==> config.mk <==
export PLATFORM = sky130hd
export DESIGN_NAME = rijndael256_round_seq
export DESIGN_NICKNAME = d
export VERILOG_FILES = /design/src/rtl/rijndael256_round_seq.sv
export SDC_FILE = /design/constraint.sdc
export NUM_CORES = 1
export LEC_CHECK = 0
export ABC_AREA = 0
export BUFFER_PORTS_ARGS = -buffer_cell sky130_fd_sc_hd__buf_2
export CELL_PAD_IN_SITES_DETAIL_PLACEMENT = 1
export CELL_PAD_IN_SITES_GLOBAL_PLACEMENT = 2
export CORE_AREA = 2 2 499 501
export DETAILED_ROUTE_END_ITERATION = 12
export DIE_AREA = 0 0 501 503
export PLACE_DENSITY_LB_ADDON = 0.3
export SLEW_MARGIN = 0
export SYNTH_ARGS = -nofsm -noshare
export SYNTH_HDL_FRONTEND = slang
export SYNTH_SLANG_ARGS = --single-unit
==> constraint.sdc <==
create_clock -name clk -period 2.5 [get_ports clk]
set_clock_uncertainty 0.05 [all_clocks]
set_input_delay 0.5 -clock clk [delete_from_list [all_inputs] [get_ports clk]]
set_output_delay 0.5 -clock clk [all_outputs]
set_load 0.02 [all_outputs]
==> src/rtl/rijndael256_round_seq.sv <==
// Iterative round sequencer for 256-bit-block Rijndael: holds the cipher state,
// applies the initial AddRoundKey and drives an external combinational round datapath.
module rijndael256_round_seq #(
  parameter int unsigned NR = 14,
  parameter int unsigned RW = 4
) (
  input  logic          clk,
  input  logic          rst_n,
  input  logic          start_valid,
  output logic          start_ready,
  input  logic [255:0]  din,
  output logic          rk_req,
  output logic [RW-1:0] rk_idx,
  input  logic          rk_valid,
  input  logic [255:0]  rk,
  output logic [255:0]  rnd_state,
  output logic          rnd_last,
  input  logic [255:0]  rnd_result,
  output logic          dout_valid,
  input  logic          dout_ready,
  output logic [255:0]  dout,
  output logic          busy
);

  localparam logic [RW-1:0] LAST_RND = RW'(NR);
  localparam logic [RW-1:0] ONE      = RW'(1);

  typedef enum logic [1:0] {IDLE, KEY0, ROUND, DONE} fsm_t;

  fsm_t           fsm;
  logic [255:0]   st;
  logic [RW-1:0]  round;
  logic [255:0]   nxt_st;

  // Key addition on the datapath output; zero-latency datapath sampled with rk.
  assign nxt_st    = rnd_result ^ rk;
  assign rnd_state = st;
  assign rk_idx    = round;

  // Control flags are registered alongside the state transition they belong to.
  always_ff @(posedge clk or negedge rst_n) begin
    if (!rst_n) begin
      fsm         <= IDLE;
      st          <= '0;
      round       <= '0;
      start_ready <= 1'b1;
      busy        <= 1'b0;
      rk_req      <= 1'b0;
      rnd_last    <= 1'b0;
      dout_valid  <= 1'b0;
      dout        <= '0;
    end else begin
      case (fsm)
        IDLE: begin
          if (start_valid) begin
            fsm         <= KEY0;
            st          <= din;
            round       <= '0;
            start_ready <= 1'b0;
            busy        <= 1'b1;
            rk_req      <= 1'b1;
          end
        end
        KEY0: begin
          if (rk_valid) begin
            fsm      <= ROUND;
            st       <= st ^ rk;
            round    <= ONE;
            rnd_last <= (ONE == LAST_RND);
          end
        end
        ROUND: begin
          if (rk_valid) begin
            st <= nxt_st;
            if (round == LAST_RND) begin
              fsm        <= DONE;
              rk_req     <= 1'b0;
              rnd_last   <= 1'b0;
              dout_valid <= 1'b1;
              dout       <= nxt_st;
            end else begin
              round    <= round + ONE;
              rnd_last <= ((round + ONE) == LAST_RND);
            end
          end
        end
        DONE: begin
          if (dout_ready) begin
            fsm         <= IDLE;
            round       <= '0;
            start_ready <= 1'b1;
            busy        <= 1'b0;
            dout_valid  <= 1'b0;
            dout        <= '0;
          end
        end
        default: begin
          fsm         <= IDLE;
          start_ready <= 1'b1;
          busy        <= 1'b0;
          rk_req      <= 1'b0;
          rnd_last    <= 1'b0;
          dout_valid  <= 1'b0;
          dout        <= '0;
        end
      endcase
    end
  end

endmodule

=== Word level (Yosys, flattened, before mapping) ===
Index checks and enable logic that the tools add are counted.

* Add/sub/neg operators: 1
* Equality and inequality tests: 11
* Muxes and demuxes: 36
* Bitwise operators: 2
* Reduce and logical (&&, ||, !) cells: 13

{| class="wikitable"
|+ Operators with widths
! kind !! count
|-
| 256-bit two-way mux || 6
|-
| 256-bit one-hot mux with 3 select lines || 1
|-
| 256-bit one-hot mux with 2 select lines || 1
|-
| 256-bit XOR || 2
|-
| 4-bit two-way mux || 5
|-
| 4-bit one-hot mux with 4 select lines || 1
|-
| 2-bit != test, second input constant || 6
|-
| 4-bit AND reduction || 3
|-
| 1-bit two-way mux || 11
|-
| 2-bit two-way mux || 5
|-
| 1-bit one-hot mux with 2 select lines || 5
|-
| 5-bit AND reduction || 2
|-
| 4-bit equality test, second input constant || 2
|-
| 2-bit one-hot mux with 4 select lines || 1
|-
| 2-bit nonzero test || 4
|-
| 3-bit AND reduction || 2
|-
| 4-bit by 1-bit adder with 4-bit output, second input constant || 1
|-
| 2-bit equality test, second input constant || 2
|-
| 3-bit nonzero test || 1
|-
| 2-bit by 1-bit equality test with 1-bit output, second input constant || 1
|-
| 2-bit zero test || 1
|}

* Flip-flop bits (word level): 523
* Bits of input ports: 773
* Logic and storage cells: 72

=== Depth between registers and ports, before layout ===
Gate-level depths: netlist of the first run.

* Depth in word-level cells: 5
* Gate-level depth with buffers: 10
* Gate-level depth less buffers: 6

=== Worst setup path before layout of the first run ===
No wires, ideal clock.

* Path type: register to register
* Start point: register fsm[0]
* End point: register st[185], in the netlist rnd_state[185]
* Arrival time: 1.700 ns
* Slack: 0.626 ns
* Cell stages (with the launch flop): 9
* Path buffers: 3
* Clock period less this slack: 1.874 ns
* Path through: dfrtp_1 -> inv_1 -> ha_1 -> o21bai_2 -> nand3b_1 -> buf_4 -> buf_6 -> buf_2 -> a211o_1

* Longest elaborated chain between the ends: 3
* Elaborated cells on any way between the ends: 9
* Classes of those cells: 5 x eq/ne; 1 x mux; 3 x reduce/logical

{| class="wikitable"
|+ Ends and longest elaborated chain
! element !! line !! text
|-
| start, declared || 30 || <nowiki>fsm_t fsm;</nowiki>
|-
| start signal, assigned || 43 || <nowiki>fsm <= IDLE;</nowiki>
|-
| start signal, assigned || 56 || <nowiki>fsm <= KEY0;</nowiki>
|-
| start signal, assigned || 66 || <nowiki>fsm <= ROUND;</nowiki>
|-
| 2-bit by 1-bit equality test with 1-bit output, or another cell as far along || 53 || <nowiki>case (fsm)</nowiki>
|-
| 2-bit != test (no line) or 3-bit nonzero test (tied branches) || -- ||
|-
| 4-bit AND reduction (no line) || -- ||
|-
| end signal, assigned || 57 || <nowiki>st <= din;</nowiki>
|-
| end signal, assigned || 67 || <nowiki>st <= st ^ rk;</nowiki>
|-
| end signal, assigned || 74 || <nowiki>st <= nxt_st;</nowiki>
|-
| end, declared || 31 || <nowiki>logic [255:0] st;</nowiki>
|}

Several ways; a longest one is shown, not always the timed one.
A chain may end at the register's enable or synchronous reset.

=== Final worst setup path of the first run ===
* Start point: register fsm[0]
* End point: register st[51], in the netlist rnd_state[51]

Same word-level chain as after synthesis.

==> results of run 1 <==
## registers in the layout (all words and copies together), names as in the netlist
signal,count
start_ready,1
dout,256
rnd_state,256
rk_idx,4
busy,1
rnd_last,1
rk_req,1
dout_valid,1
fsm,2
## worst max-delay path by stage
stage	startpoint	end	slack [ns]
after floorplan	fsm[0]$_DFFE_PN0P_	rnd_state[185]$_DFFE_PN0P_	0.63
after global placement	fsm[0]$_DFFE_PN0P_	rnd_state[98]$_DFFE_PN0P_	0.07
after detailed placement	fsm[0]$_DFFE_PN0P_	rnd_state[95]$_DFFE_PN0P_	0.03
after CTS	fsm[0]$_DFFE_PN0P_	rnd_state[99]$_DFFE_PN0P_	0.04
after global routing	fsm[0]$_DFFE_PN0P_	rnd_state[103]$_DFFE_PN0P_	0.03
final	fsm[0]$_DFFE_PN0P_	rnd_state[51]$_DFFE_PN0P_	0.11
## placed cells by master (no fill, tap or decap), drive strengths merged, types with 2 or more instances in the layout
cell / n
o21ai: 25
nand2b: 3
buf: 1487
a22o: 256
nand3: 4
nand2: 11
xor2: 501
nor3: 2
a21oi: 16
bufinv: 3
a211oi: 245
clkinv: 9
dlygate4sd3: 2
inv: 30
dfrtp: 522
xnor2: 2
a21o: 245
a22oi: 245
diode: 40
clkbuf: 121
clkinvlp: 2
ha: 8
nor2: 259
o32ai: 10
o22ai: 10
## final cells by class
class	instances	area (µm²)	share of cell area, %
tap	3237	4050	9.49
clock inverter	18	200	0.469
timing repair buffer	1489	8750	20.5
sequential	523	13100	30.7
antenna	40	100	0.235
inverter	26	97.6	0.229
multi-input combinational	1861	14000	32.8
clock buffer	121	2380	5.57
## report_power, final
group / internal, W / total [W] / switching [W]
clock: 0.00682 / 0.0115 / 0.00472
sequential: 0.0109 / 0.0134 / 0.00254
combinational: 0.0124 / 0.0330 / 0.0206
## metal layers
metal | global-route usage, % | wire, µm
met1 | 18.0 | 80400
met4 | 4.32 | 5230
met5 | 0 | 249
met2 | 24.3 | 90900
met3 | 5.70 | 18500
## per-stage QoR
step,area [µm²],hold slack [ns],instances
CTS,42600,0.0344,7274
finish,42700,0.130,7315
global placement,40000,0.430,7133
detailed placement,40000,0.435,7133
global route,42600,0.0760,7296
floorplan,28400,0.154,2639
## timing repair
| action | 4_1_cts | 5_1_grt |
|---|---|---|
| setup buffers | 0 | 1 |
| hold buffers | 2 | 0 |
| setup endpoints to repair | 0 | 132 |
| hold endpoints to repair | 30 | 0 |
| resized for setup | 0 | 0 |
## worst max-delay path, cell delays in order, from the launching register on
cell,delay (ns)
dfrtp_1,0.44
inv_1,0.16
ha_4,0.22
o21bai_2,0.21
nand3b_1,0.10
buf_4,0.17
buf_12,0.16
buf_4,0.31
a211oi_1,0.23
a21o_1,0.12
## kinds of logic (layout without fill, tap and decap cells)
logic type                 Yosys count  count (layout)
AOI/OAI and AO/OA                 1064            1064
buffers and inverters              255            1654
other                                0              40
xor gates and xnor gates           503             503
and+or+nand+nor                    285             285
adders and majority gates            8               8
DFF                                523             523
muxes                                1               1
==> results by group, run 1 <==
Worst setup path
  • Worst R2R Path Depth: 9
  • Setup slack, reg-to-reg: roughly 0.11 ns
  • Critical Path AT: between 2 and 3 ns
  • R2R Path End: rnd_state[51]$_DFFE_PN0P_
  • Max FO, Critical Path: 54
  • Critical path launch point type: flop
  • WP data required: between 3 and 4 ns
  • Critical Path End Type: flop
  • Critical path type: flop to flop
  • Crit Reg-Reg Startpoint: fsm[0]$_DFFE_PN0P_

Logic synthesis
  • Xor/xnor share of the synthesized area: between 10% and 20%
  • FF+latch count, synth: about 520
  • Post-synth cell types: 47
  • Simple logic cell fraction of the synthesized area: ~4.0%
  • Post-synth top area share: between 40% and 50%
  • Synth Area in Compound Gates: 29.4%
  • Mapped Nets: 3420
  • Post-synth top flop: dfrtp_1
  • Post-synthesis adder-cell area fraction: 0.353%
  • Proportion of synthesized area in mux cells: 0.0397%
  • Synth Area per Inst: 10.7 µm²
  • Area contributors post-synth: dfrtp_1 46%, xor2_1 15%, a22o_1 7.9%
  • Post-synth EDFFs: 0
  • Cell Area, Synth: 0.0284 mm²
  • Most common cell in the synthesized netlist: dfrtp_1
  • Synth Instances: between 2000 and 3000
  • Yosys top cell by area: dfrtp_1
  • Ys async rst share: 100%
  • Register area share after synthesis: between 40% and 50%
  • Combinational family with the most area after synthesis: compound AO/OA/AOI/OAI gates
  • Ys Warns: 0
  • Most common library cells after synthesis: 522 x dfrtp_1, 501 x xor2_1, 259 x nor2_1

Timing
  • Final Hold Viols: 0
  • Final setup viols: 0
  • Unrepaired setup endpoints after global routing: false
  • Fmax achieved: between 400 and 500 MHz
  • Post-layout min period: about 2.4 ns
  • Worst-margin pin slew: roughly 0.82 ns
  • Final period util: between 90% and 100%
  • Slew Viols, Final: 0
  • Setup ws final: roughly 0.11 ns
  • TNS Setup: 0 ns
  • Rel. slew slack: a little under half

Worst hold path
  • Hold Path End: dout[36]$_DFFE_PN0P_
  • WHS Path Cells: 3
  • Min-delay src: rnd_result[36]
  • HP Class: input port to flop

Global routing
  • Initial antenna violation count: 94
  • First-pass GRT wire length: 261000 µm
  • Vias in the first global route: 29800
  • Grt total ovfl: 0
  • All-Layer GR Usage: 14.8%
  • Largest net degree at the start of global routing: 72

Cells and area
  • Fill cells: ~29000
  • # nets final: roughly 4800
  • Layout Utilization: 17.3%
  • Area Growth Syn to Fin: 50.5%
  • Share of cells above drive strength 1: between 40% and 50%

Clock tree
  • CTS Buf Count: between 70 and 80
  • Clock latency at the later pin of the worst-skew pair: approximately 0.7 ns
  • CTS HTree Levels: 3
  • Clock Tree Root: clkbuf_16
  • Clock Pin Slew Worst Setup and Hold Paths: approximately 0.060 ns
  • Clock sink count: between 500 and 600
  • Maximum clock path buffer count: 3
  • CTS tree: built

Route
  • Drt initial violations: approximately 1300
  • Routed vias/inst: ~3.9
  • Routed WL per cell: between 20 and 30 µm
  • Via count: 28200
  • DRT Pass-1 Iters: 5
  • Final WL: just under 200000 µm
  • Residual DRC: 0
  • Final ANT Viol Nets: 0

Floorplan
  • Die ar.: ~0.25 mm²
  • Die width: about 500 µm
  • Initial core utilization: 11.5%
  • Core box area: approximately 0.25 mm²
  • FP Rows: roughly 180
  • Ports: about 1300
  • Die Span Y: 503 µm

Pwr
  • Power Dens Cells: about 1400 mW/mm²
  • Total power: ~0.058 W
  • Peak supply drop: 0.680 mV
  • Leakage: between 20 and 25 nW

Place
  • Pre-CTS setup slack: ~0.032 ns
  • Gpl congestion: 0.850
  • I/O Buffers: 1293
  • HPWL Detailed: ~160000 µm

Run status
  • Outcome: complete, no violations

Job
  • Maximum capacitance violations: 0
(Power assumes the default switching activity.)
==> run 2: changes to the inputs <==
--- a/config.mk
+++ b/config.mk
@@ -5,7 +5,7 @@
 export SDC_FILE = /design/constraint.sdc
 export NUM_CORES = 1
 export LEC_CHECK = 0
-export ABC_AREA = 0
+export ABC_AREA = 1
 export BUFFER_PORTS_ARGS = -buffer_cell sky130_fd_sc_hd__buf_2
 export CELL_PAD_IN_SITES_DETAIL_PLACEMENT = 1
 export CELL_PAD_IN_SITES_GLOBAL_PLACEMENT = 2
==> results by group, run 2 <==
Run status
  • Outcome: complete, no violations

Logic synthesis
  • Ys Warns: 0
  • Most common cell in the synthesized netlist: nand2_1
  • Synth Area per Inst: 6.82 µm²
  • Synth Area in Compound Gates: around 4.5%
  • Proportion of synthesized area in mux cells: 0%
  • Cell Area, Synth: between 0.03 and 0.04 mm²
  • Simple logic cell fraction of the synthesized area: between 40 and 50%
  • Xor/xnor share of the synthesized area: 0.273%
  • Post-synth EDFFs: 0
  • Most common library cells after synthesis: 1565 x nand2_1, 989 x nand3_1, 530 x nor2_1
  • Ys async rst share: 100%
  • Synth Instances: 4702
  • Post-synth cell types: 23
  • Mapped Nets: 5483
  • Area contributors post-synth: dfrtp_1 41%, nand2_1 18%, nand3_1 15%
  • FF+latch count, synth: 523
  • Post-synth top flop: dfrtp_1
  • Yosys top cell by area: dfrtp_1
  • Register area share after synthesis: 40.8%
  • Post-synth top area share: just over 40%
  • Post-synthesis adder-cell area fraction: less than 1%
  • Combinational family with the most area after synthesis: simple AND/OR/NAND/NOR gates

Worst setup path
  • Largest stage delay on the critical path: between 0.4 and 0.5 ns
  • Slowest stage cell, crit path: dfrtp_1
  • Critical Path AT: ~2.8 ns
  • Most Frequent Cell on Critical Path: nand2_1
  • Max FO, Critical Path: 32
  • Setup slack, reg-to-reg: around 0.19 ns
  • WP data required: 3.01 ns
  • Worst-path cell chain: inv_1, ha_4, nand2_1, nand2_1, inv_1, nand2_8, buf_12, buf_12, nor2_1, nand2_1, nand2_1
  • Worst R2R Path Depth: 11
  • Critical Path End Type: flop
  • Critical path type: flop to flop
  • Critical path launch point type: flop

Global routing
  • First-pass GRT wire length: between 200000 and 300000 µm
  • Largest net degree at the start of global routing: between 100 and 150
  • Vias in the first global route: ~40000
  • Initial antenna violation count: approximately 150
  • All-Layer GR Usage: between 15 and 20%
  • Grt total ovfl: 0

Place
  • Gpl congestion: 0.844
  • HPWL Detailed: around 170000 µm
  • I/O Buffers: around 1300

Route
  • Final WL: between 200000 and 250000 µm
  • Residual DRC: 0
  • Routed WL per cell: 22.4 µm
  • DRT Pass-1 Iters: 5
  • Final ANT Viol Nets: 0
  • Drt initial violations: approximately 1900
  • Routed vias/inst: 4.02
  • Via count: roughly 38000

Cells and area
  • Area Growth Syn to Fin: 49.8%
  • Most frequent cells in the layout: 1565 x nand2_1, 1292 x buf_2, 989 x nand3_1
  • Commonest non-fill, non-tap cell in the layout: nand2_1
  • Share of cells above drive strength 1: between 30% and 40%
  • Layout Utilization: approximately a fifth
  • # nets final: about 7000

Floorplan
  • Die ar.: 0.252 mm²
  • Core box area: ~0.25 mm²
  • FP Rows: approximately 180
  • Initial core utilization: 13.0%
  • Die Span Y: 503 µm
  • Die width: 501 µm
  • Ports: 1294

Job
  • Maximum capacitance violations: 0

Worst hold path
  • WHS Path Cells: 4
  • HP Class: input port to flop

Clock tree
  • Clock latency at the later pin of the worst-skew pair: 0.71 ns
  • Clock Pin Slew Worst Setup and Hold Paths: roughly 0.060 ns
  • Clock sink count: around 520
  • CTS Buf Count: between 70 and 80
  • Maximum clock path buffer count: 3
  • Clock Tree Root: clkbuf_16
  • CTS tree: built
  • CTS HTree Levels: 3

Timing
  • TNS Setup: 0 ns
  • Slew Viols, Final: 0
  • Final Hold Viols: 0
  • Final setup viols: 0
  • Final period util: 92.4%
  • Rel. slew slack: 41.2%
  • Unrepaired setup endpoints after global routing: false
  • Post-layout min period: approximately 2.3 ns
  • Fmax achieved: around 430 MHz
  • Worst-margin pin slew: roughly 0.9 ns

Pwr
  • Peak supply drop: ~0.74 mV
  • Leakage: between 20 and 25 nW
  • Power Dens Cells: roughly 1500 mW/mm²
-- run 2: cell count changes after synthesis, moves of 255 or more --
| cell | before | now |
|---|---|---|
| xor2_1 | 501 | 10 |
| nand2_1 | 11 | 1565 |
| or2_2 | 0 | 494 |
| a22o_1 | 256 | 0 |
| nand3_1 | 4 | 989 |
| nor2_1 | 259 | 530 |
| o21ai_0 | 19 | 274 |
-- run 2: worst max-delay path, delay by kind of cell, from the launching register on --
kind / cells / cell delay [ns]
AND/OR/NAND/NOR: 6 / 0.54
flip-flops: 1 / 0.44
buffers and inverters: 4 / 0.78
adder cells (fa/ha/maj): 1 / 0.28
-- run 2: worst paths after layout --
check,from,endpoint
max,fsm[0]$_DFFE_PN0P_,rnd_state[168]$_DFFE_PN0P_
min,rnd_result[249],dout[249]$_DFFE_PN0P_
max reg2reg,fsm[0]$_DFFE_PN0P_,rnd_state[168]$_DFFE_PN0P_
min reg2reg,dout[147]$_DFFE_PN0P_,dout[147]$_DFFE_PN0P_
max in group asynchronous,rst_n,rnd_state[96]$_DFFE_PN0P_
min in group asynchronous,rst_n,rnd_state[121]$_DFFE_PN0P_
-- run 2: cell type report --
| type | instances | area (µm²) |
|---|---|---|
| Clock inverter | 21 | 275 |
| Tap cell | 3237 | 4050 |
| Sequential cell | 523 | 13100 |
| Fill cell | 30300 | 199000 |
| Antenna cell | 56 | 140 |
| Timing Repair Buffer | 1647 | 10300 |
| Multi-Input combinational cell | 3890 | 17600 |
| Clock buffer | 123 | 2370 |
| Inverter | 35 | 139 |
-- run 2: kinds of logic (layout without fill, tap and decap cells) --
group | Yosys count | in the layout
fa+ha+maj | 8 | 8
compound gates | 286 | 286
flops | 523 | 523
buf+inv | 289 | 1826
other cells | 0 | 56
simple gates | 3586 | 3586
xor+xnor | 10 | 10
-- run 2: what timing repair did --
item                                    CTS  global route
endpoints found under the hold margin   209             0
hold buffers                            207             0
gates resized for setup                   0             4
endpoints found under the setup margin    0            21
buffers inserted                          0             0
-- run 2: through the flow --
step | total power, W | worst slack, ns | area, µm² | hold slack [ns] | cells
floorplan | 0.0416 | 0.766 | 32100 | 0.154 | 4702
CTS | 0.0747 | 0.129 | 47900 | 0.000230 | 9476
finish | 0.0728 | 0.189 | 48000 | 0.0946 | 9532
global route | 0.0794 | 0.00346 | 48000 | 0.0513 | 9505
global placement | 0.0612 | 0.159 | 43200 | 0.412 | 9125
detailed placement | 0.0620 | 0.171 | 43200 | 0.417 | 9125
-- run 2: metal layers --
| layer | global-route usage [%] | up-vias | wire length (µm) | share of wire [%] |
|---|---|---|---|---|
| met1 | 19.0 | 18400 | 87200 | 41 |
| met3 | 6.02 | 355 | 18400 | 8.6 |
| li1 | - | 18300 | - | - |
| met2 | 27.6 | 1156 | 101000 | 47 |
| met4 | 5.12 | 78 | 6240 | 2.9 |
| met5 | 0 | - | 484 | 0.23 |
-- run 2: power by group --
group / internal, W / switching, W / total [W]
sequential: 0.0130 / 0.00356 / 0.0165
clock: 0.00687 / 0.00496 / 0.0118
combinational: 0.0145 / 0.0299 / 0.0444
total: 0.0344 / 0.0384 / 0.0728
